**src/rtl/pc_unit_ras.sv**
```systemverilog
// Fetch-stage program counter with a circular return-address stack.
// Next-PC priority is Ret > Call > Jump > Branch > sequential; ras_ovf and ras_unf are sticky error flags.
module pc_unit_ras #(
  parameter int unsigned       ADDR_W    = 32,
  parameter logic [ADDR_W-1:0] RESET_VEC = '0,
  parameter int unsigned       INC       = 4,
  parameter int unsigned       RAS_DEPTH = 4
) (
  input  logic              clk_i,
  input  logic              rst_i,
  input  logic              pc_ld_en_i,
  input  logic              branch_i,
  input  logic [ADDR_W-1:0] br_offset_i,
  input  logic              jump_i,
  input  logic              call_i,
  input  logic              ret_i,
  input  logic [ADDR_W-1:0] jump_addr_i,
  input  logic              flag_clr_i,
  output logic [ADDR_W-1:0] curr_addr_o,
  output logic [ADDR_W-1:0] seq_addr_o,
  output logic              ras_empty_o,
  output logic              ras_full_o,
  output logic              ras_ovf_o,
  output logic              ras_unf_o
);

  localparam int unsigned       PTR_W   = $clog2(RAS_DEPTH);
  localparam int unsigned       CNT_W   = $clog2(RAS_DEPTH + 1);
  localparam logic [ADDR_W-1:0] INC_V   = ADDR_W'(INC);
  localparam logic [CNT_W-1:0]  CNT_MAX = CNT_W'(RAS_DEPTH);

  logic [ADDR_W-1:0] pc_q, pc_d;
  logic [ADDR_W-1:0] seq_addr;
  logic [PTR_W-1:0]  top_q, top_d;
  logic [CNT_W-1:0]  cnt_q, cnt_d;
  logic [ADDR_W-1:0] stack_q [RAS_DEPTH];
  logic              ovf_q, ovf_d, unf_q, unf_d;
  logic              ovf_set, unf_set, push;
  logic              ras_empty, ras_full;

  assign seq_addr  = pc_q + INC_V;
  assign ras_empty = (cnt_q == '0);
  assign ras_full  = (cnt_q == CNT_MAX);

  always_comb begin
    pc_d    = pc_q;
    top_d   = top_q;
    cnt_d   = cnt_q;
    push    = 1'b0;
    ovf_set = 1'b0;
    unf_set = 1'b0;
    if (pc_ld_en_i) begin
      if (ret_i) begin
        if (!ras_empty) begin
          pc_d  = stack_q[top_q];
          top_d = top_q - PTR_W'(1);
          cnt_d = cnt_q - CNT_W'(1);
        end else begin
          pc_d    = seq_addr;
          unf_set = 1'b1;
        end
      end else if (call_i) begin
        pc_d  = jump_addr_i;
        top_d = top_q + PTR_W'(1);
        push  = 1'b1;
        // When full, the push wraps onto the oldest entry and the count saturates.
        if (ras_full) ovf_set = 1'b1;
        else          cnt_d   = cnt_q + CNT_W'(1);
      end else if (jump_i) begin
        pc_d = jump_addr_i;
      end else if (branch_i) begin
        pc_d = pc_q + br_offset_i;
      end else begin
        pc_d = seq_addr;
      end
    end
    // A new event in the same cycle as a clear leaves the flag set.
    ovf_d = ovf_set | (ovf_q & ~flag_clr_i);
    unf_d = unf_set | (unf_q & ~flag_clr_i);
  end

  always_ff @(posedge clk_i or posedge rst_i) begin
    if (rst_i) begin
      pc_q  <= RESET_VEC;
      top_q <= '0;
      cnt_q <= '0;
      ovf_q <= 1'b0;
      unf_q <= 1'b0;
      for (int i = 0; i < RAS_DEPTH; i++) stack_q[i] <= '0;
    end else begin
      pc_q  <= pc_d;
      top_q <= top_d;
      cnt_q <= cnt_d;
      ovf_q <= ovf_d;
      unf_q <= unf_d;
      if (push) stack_q[top_d] <= seq_addr;
    end
  end

  assign curr_addr_o = pc_q;
  assign seq_addr_o  = seq_addr;
  assign ras_empty_o = ras_empty;
  assign ras_full_o  = ras_full;
  assign ras_ovf_o   = ovf_q;
  assign ras_unf_o   = unf_q;

endmodule
```
**config.mk**
```make
export PLATFORM = sky130hd
export DESIGN_NAME = pc_unit_ras
export DESIGN_NICKNAME = d
export VERILOG_FILES = /design/src/rtl/pc_unit_ras.sv
export SDC_FILE = /design/constraint.sdc
export NUM_CORES = 1
export LEC_CHECK = 0
export CAP_MARGIN = 20
export CELL_PAD_IN_SITES_DETAIL_PLACEMENT = 2
export CELL_PAD_IN_SITES_GLOBAL_PLACEMENT = 2
export CORE_UTILIZATION = 37
export DETAILED_ROUTE_END_ITERATION = 10
export GPL_ROUTABILITY_DRIVEN = 0
export GPL_TIMING_DRIVEN = 0
export PLACE_DENSITY_LB_ADDON = 0.1
export SYNTH_ARGS = -nofsm -noshare
export SYNTH_HDL_FRONTEND = slang
export SYNTH_SLANG_ARGS = --single-unit
```
**constraint.sdc**
```tcl
create_clock -name clk_i -period 16.3 [get_ports clk_i]
set_input_delay 4.89 -clock clk_i [delete_from_list [all_inputs] [get_ports clk_i]]
set_output_delay 4.89 -clock clk_i [all_outputs]
set_load 0.005 [all_outputs]
```
Word level (Yosys, flattened, before mapping). Index checks and enable logic that the tools add are counted.

Add/subtract/negate cells: 6. Order comparisons: 3. Equality and inequality tests: 3. Muxes and demuxes: 29. Bitwise logic cells: 7. Reduce and logical (&&, ||, !) cells: 4.

Operators with widths (count): 32-bit two-way mux (8); 128-bit bitwise mux (1); 32-bit binary-select mux with 2-bit select (1); 32-bit demux with 2-bit select (1); 32-bit by 3-bit adder with 32-bit output, second input constant (1); 32-bit adder (1); 3-bit two-way mux (4); 1-bit two-way mux (10); 2-bit two-way mux (4); 3-bit >= comparator, second input constant (2); 2-bit NOT with 3-bit output (2); 2-bit inequality test, second input constant (2); 4-bit AND reduction (1); 3-bit by 1-bit adder with 3-bit output, second input constant (1); 3-bit == test, second input constant (1); 3-bit zero test (1); 3-bit by 1-bit < comparator with 1-bit output, second input constant (1); 3-bit by 1-bit subtractor with 3-bit output, second input constant (1); 2-bit by 1-bit adder with 2-bit output, second input constant (1); 1-bit AND (2); 1-bit bitwise OR (2); 2-bit nonzero test (1); 2-bit by 1-bit subtractor with 2-bit output, second input constant (1); 1-bit logical AND (1); 1-bit NOT (1).

Register bits after elaboration: 167. Bits of input ports: 72. Output and inout bits: 68. Word-level logic and storage cells: 61.

Longest topological paths before layout.
Word-level depth: 10. Mapped depth: 11. Mapped depth without buffers: 11.

Worst setup path after synthesis. No wires, ideal clock.

Path kind: input to register. Start: input br_offset_i[0]. End: register pc_q[26] (netlist: curr_addr_o[26]). Setup time: 83 ps. Arrival time: 6961 ps. Required time: 16217 ps. Setup slack: 9256 ps. Stages on the path: 11. Path buffers: 0. Cells stage by stage: ha_1 > inv_1 > fa_1 > nor2b_1 > o211ai_1 > a2111oi_2 > o31ai_1 > a21oi_1 > a41oi_1 > xor2_1 > o21ai_0.

Word-level cells in the longest chain between the ends: 5.

Ends and longest elaborated chain: start: declaration (RTL line 13) `input logic [ADDR_W-1:0] br_offset_i,`; 32-bit adder (RTL line 72) `pc_d = pc_q + br_offset_i;`; 32-bit two-way mux (RTL line 71) `end else if (branch_i) begin`; 32-bit two-way mux (RTL line 69) `end else if (jump_i) begin`; 32-bit two-way mux (RTL line 62) `end else if (call_i) begin`; 32-bit two-way mux (RTL line 53) `if (ret_i) begin`; end signal: assignment (RTL line 91) `pc_q <= pc_d;`; end: declaration (RTL line 32) `logic [ADDR_W-1:0] pc_q, pc_d;`.

Every way passes these cells. A chain may end at the register's enable or synchronous reset.

Worst setup path in the final report.
Start: register pc_q[3] (netlist: curr_addr_o[3]). End: output seq_addr_o[22].

Word-level cells in the longest chain between the ends: 1.

Ends and longest elaborated chain: 32-bit by 3-bit adder with 32-bit output (RTL line 41) `assign seq_addr = pc_q + INC_V;`; end: declaration (RTL line 20) `output logic [ADDR_W-1:0] seq_addr_o,`.

Every way passes these cells.

==> results <==
- The flow ran to the end, and the final reports show no timing, DRC or antenna violations.
- The root buffer cell chosen for the clock tree is sky130_fd_sc_hd__clkbuf_16.
- Once the clock tree was built, the setup fixing pass inserted 0 buffers.
- The startpoint class of the critical path is a flip-flop.
- Of the synthesized area, sequential elements account for 0.404.
- The path with the worst hold slack has its endpoint at stack_q[16].
- The via count of the first global-routing pass was around 11000.
- In this run the critical register-to-register path is captured at curr_addr_o[26].
- The number of synthesis warnings is 0.
- Once detailed placement completed, the half-perimeter wirelength came to 32.3 mm.
- The worst path buffer plus inverter count is 2.
- The count of fill cells added during filler insertion is 3007.
- Leaving out fill and tap cells, the most frequent cells in the layout are sky130_fd_sc_hd__dfrtp_1, sky130_fd_sc_hd__nand2_1, sky130_fd_sc_hd__clkdlybuf4s50_1.
- The quantity of gates resized following cts is 0.
- The part of the cycle the worst path needs is 0.522.
- In this run the worst setup path begins at curr_addr_o[3].
- The die is around 170 um wide.
- In the final routed layout, each cell accounts on average for roughly 26 um.
- In this run the remaining antenna-violating nets after routing total 0.
- The length of the first detailed-routing pass in iterations is 8.
- For this run, the slowest stage of the critical path takes 0.64 ns.
- For this run, the total global-route usage over all layers was measured as 0.314.
- Setup repair after global routing left no endpoint under its margin.
- The mapped netlist covers 10300 sq um.
- Leaving out fill and tap cells, the most frequent cell in the layout is sky130_fd_sc_hd__dfrtp_1.
- Relative to the synthesized area, the layout overhead comes to 23.6%.
- Synthesis handed over a netlist of 1136 instances.
- The worst supply voltage drop on vdd is between 0.00009 and 0.0001 V.
- Yosys mapped a number of flops with a built-in enable equal to 0.
- Counting I/O delays and the setup requirement, the final critical path takes 8.51 ns.
- Detailed routing inserted a total of ~10000 vias.
- In the final design database the tool counted 1399 nets.
- The clock insertion delay at the later pin of the skew report is ~0.45 ns.
- In this run, CTS created clock tree buffers numbering 17.
- Hold repair after CTS inserted 0 buffers.
- The worst hold path begins at stack_q[16].
- The setup violation total in the final timing report is 0.
- The worst register-to-register path begins at curr_addr_o[0].
- The floorplan has 60 rows.
- For this run, design rule violations remaining after detail routing come to 0.
- The post-route clock skew is 0.0172 ns.
- The setup TNS is 0 ns.
- Across all register-to-register paths, the minimum setup slack is 12.65 ns.
- The global route total overflow is 0.
- The initial utilization of the core area, before any placement, comes to 0.381.
- Power spread over the standard cell area amounts to 203 nW/um^2.
- In the routed layout, each cell is associated on average with a via count of 5.93.
- The total number of H-tree levels is 4.
- The headroom to the max-slew limit is 0.310.
- Derived from the worst setup path, the maximum achievable clock frequency is 118 MHz.
- The first global-routing pass estimated around 67 mm of wire.
- The worst setup path is of the flip-flop to output pin kind.
- The number of nets handed over by synthesis was 1242.
- Measured in cells, the most critical reg-to-reg path has a length of 11.
- The leading register cell type out of synthesis is sky130_fd_sc_hd__dfrtp_1.
- The sink count of the clock tree is 167.
- Max-cap violations in this run came to 0.
- At the pin with the least slew margin, the transition time is around 1.0 ns.
- The required time of the critical path is 11.41 ns.
- For this block, the initial DRC count from the detailed router was 827.
- Along the worst path, the maximum fanout reaches 7.
- The CTS clock-pin slew for the worst setup and hold paths is 0.07 ns.
- The design draws between 2 and 3 mW.
- Summed over all cells, the static leakage comes to 5.46 nW.
- The final wirelength is approximately 44 mm.
- The worst endpoint data arrival time is 3.62 ns.
- Entering global routing, the biggest net connects 102 pins.
- In this run, distinct cell masters in the synthesized netlist total 83.
- The I/O pin count is 140.
- Synthesis inferred 167 register bits.
- The signal on the critical path passes through ha_1, nand3_2, nor4_4, nand3_1, xor2_1, inv_1, clkdlybuf4s50_1.
- Counting along the longest clock path gives a buffer depth of 2.
- Input and output buffers added on the ports amount to 137.
- The highest-delay cell along the critical path is sky130_fd_sc_hd__xor2_1.
- The total die area is about 29000 sq um.
- The die is 169 um tall.
- The number of antenna violations at the first check in global routing is 1.
- The CTS tree is built.
- Of the cells placed in the final design, the portion with a size suffix greater than 1 is 0.0995.
- The worst hold path was traced through 2 stages.
- The total count of hold-check failures in the final report came to 0.
- The core region is between 20000 and 30000 sq um.
- The average instance in the mapped netlist occupies ~9 sq um.
- The total count of max-transition violations in the final report is 0.
- The worst setup path is captured at an output pin.
- The antenna diode count is 0.
- The path class of the tightest hold or removal check is flip-flop to flip-flop.
- On the critical path the largest part of the delay comes from simple AND/OR/NAND/NOR gates.
- In the synthesized netlist the async set-or-reset flop fraction comes to 1.00.
[power by group]
part           switching, mW  internal, mW  total (mW)
clock                  0.197         0.207       0.405
sequential             0.188         0.606       0.794
combinational          0.801         0.594        1.39
[logic make-up after synthesis]
group,synth area share
AND/OR/NAND/NOR,0.151
XOR/XNOR,0.0481
AO/OA/AOI/OAI,0.218
adder cells (fa/ha/maj),0.0426
multiplexers,0.0816
flip-flops,0.404
buffers and inverters,0.0548
[worst max-delay path by stage]
stage	to	depth (start not counted)	slack, ns
2_1_floorplan	cnt_q[0]	1	6.89
3_3_place_gp	curr_addr_o[6]	2	4.22
3_5_place_dp	curr_addr_o[26]	12	7.89
4_1_cts	seq_addr_o[22]	7	7.82
5_1_grt	seq_addr_o[22]	7	7.65
6_report	seq_addr_o[22]	7	7.79
[worst reg2reg max path, stage by stage, from the launching register on]
cell and delay (ns):
sky130_fd_sc_hd__dfrtp_1 0.60, sky130_fd_sc_hd__ha_1 0.34, sky130_fd_sc_hd__inv_1 0.08, sky130_fd_sc_hd__fa_1 0.41, sky130_fd_sc_hd__nor2b_1 0.18, sky130_fd_sc_hd__o211ai_1 0.18
sky130_fd_sc_hd__a2111oi_2 0.65, sky130_fd_sc_hd__o31ai_1 0.21, sky130_fd_sc_hd__a21oi_1 0.36, sky130_fd_sc_hd__a41oi_1 0.18, sky130_fd_sc_hd__xor2_1 0.21, sky130_fd_sc_hd__o21ai_0 0.11
[through the flow]
| step | area (sq um) | worst slack [ns] | std cells | util | hold slack, ns |
|---|---|---|---|---|---|
| floorplan | 10300 | 6.89 | 1136 | - | 0.445 |
| global placement | 12200 | 4.22 | 1645 | 0.448 | 0.456 |
| detailed placement | 12200 | 7.89 | 1646 | 0.450 | 0.468 |
| CTS | 12800 | 7.82 | 1678 | 0.471 | 0.483 |
| global route | 12800 | 7.65 | 1678 | 0.471 | 0.512 |
| finish | 12800 | 7.79 | 1678 | 0.471 | 0.485 |
[registers in the layout, indices dropped and copies added (netlist names)]
signal	cells
ras_ovf_o	1
stack_q	128
top_q	2
ras_unf_o	1
curr_addr_o	32
cnt_q	3
[metal layers]
| layer | track usage | vias up | share of wire | routed length [um] |
|---|---|---|---|---|
| li1 | - | 4379 | - | - |
| met5 | 0 | - | 0.00021 | 9 |
| met4 | 0.134 | 2 | 0.035 | 1550 |
| met3 | 0.0399 | 86 | 0.045 | 1970 |
| met1 | 0.414 | 5156 | 0.44 | 19200 |
| met2 | 0.520 | 325 | 0.48 | 20900 |
[Yosys cell counts (9+ instances only)]
cell type	number	area share
sky130_fd_sc_hd__o21ai_1	22	0.011
sky130_fd_sc_hd__o211ai_1	12	0.0087
sky130_fd_sc_hd__inv_1	48	0.017
sky130_fd_sc_hd__o21ai_0	95	0.046
sky130_fd_sc_hd__and3_1	9	0.0054
sky130_fd_sc_hd__xor2_1	31	0.026
sky130_fd_sc_hd__nand4_1	13	0.0079
sky130_fd_sc_hd__xnor2_1	24	0.020
sky130_fd_sc_hd__nand3_1	21	0.010
sky130_fd_sc_hd__mux4_2	32	0.070
sky130_fd_sc_hd__nand2_1	138	0.050
sky130_fd_sc_hd__dfrtp_1	167	0.40
sky130_fd_sc_hd__buf_2	19	0.0092
sky130_fd_sc_hd__a21oi_1	129	0.062
sky130_fd_sc_hd__clkbuf_1	44	0.016
sky130_fd_sc_hd__a21o_1	20	0.015
sky130_fd_sc_hd__ha_1	32	0.039
sky130_fd_sc_hd__nor2_1	116	0.042
[area by class of cell]
cell class / count / area (sq um) / share of cell area
buffer: 78 / 373 / 0.0291
clock buffer: 18 / 439 / 0.0343
clock inverter: 14 / 134 / 0.0105
inverter: 51 / 201 / 0.0157
multi-input combinational: 840 / 5600 / 0.438
sequential: 167 / 4180 / 0.327
tap: 372 / 465 / 0.0364
timing repair buffer: 138 / 1400 / 0.109
No activity file was read; power rests on OpenSTA's default activity.
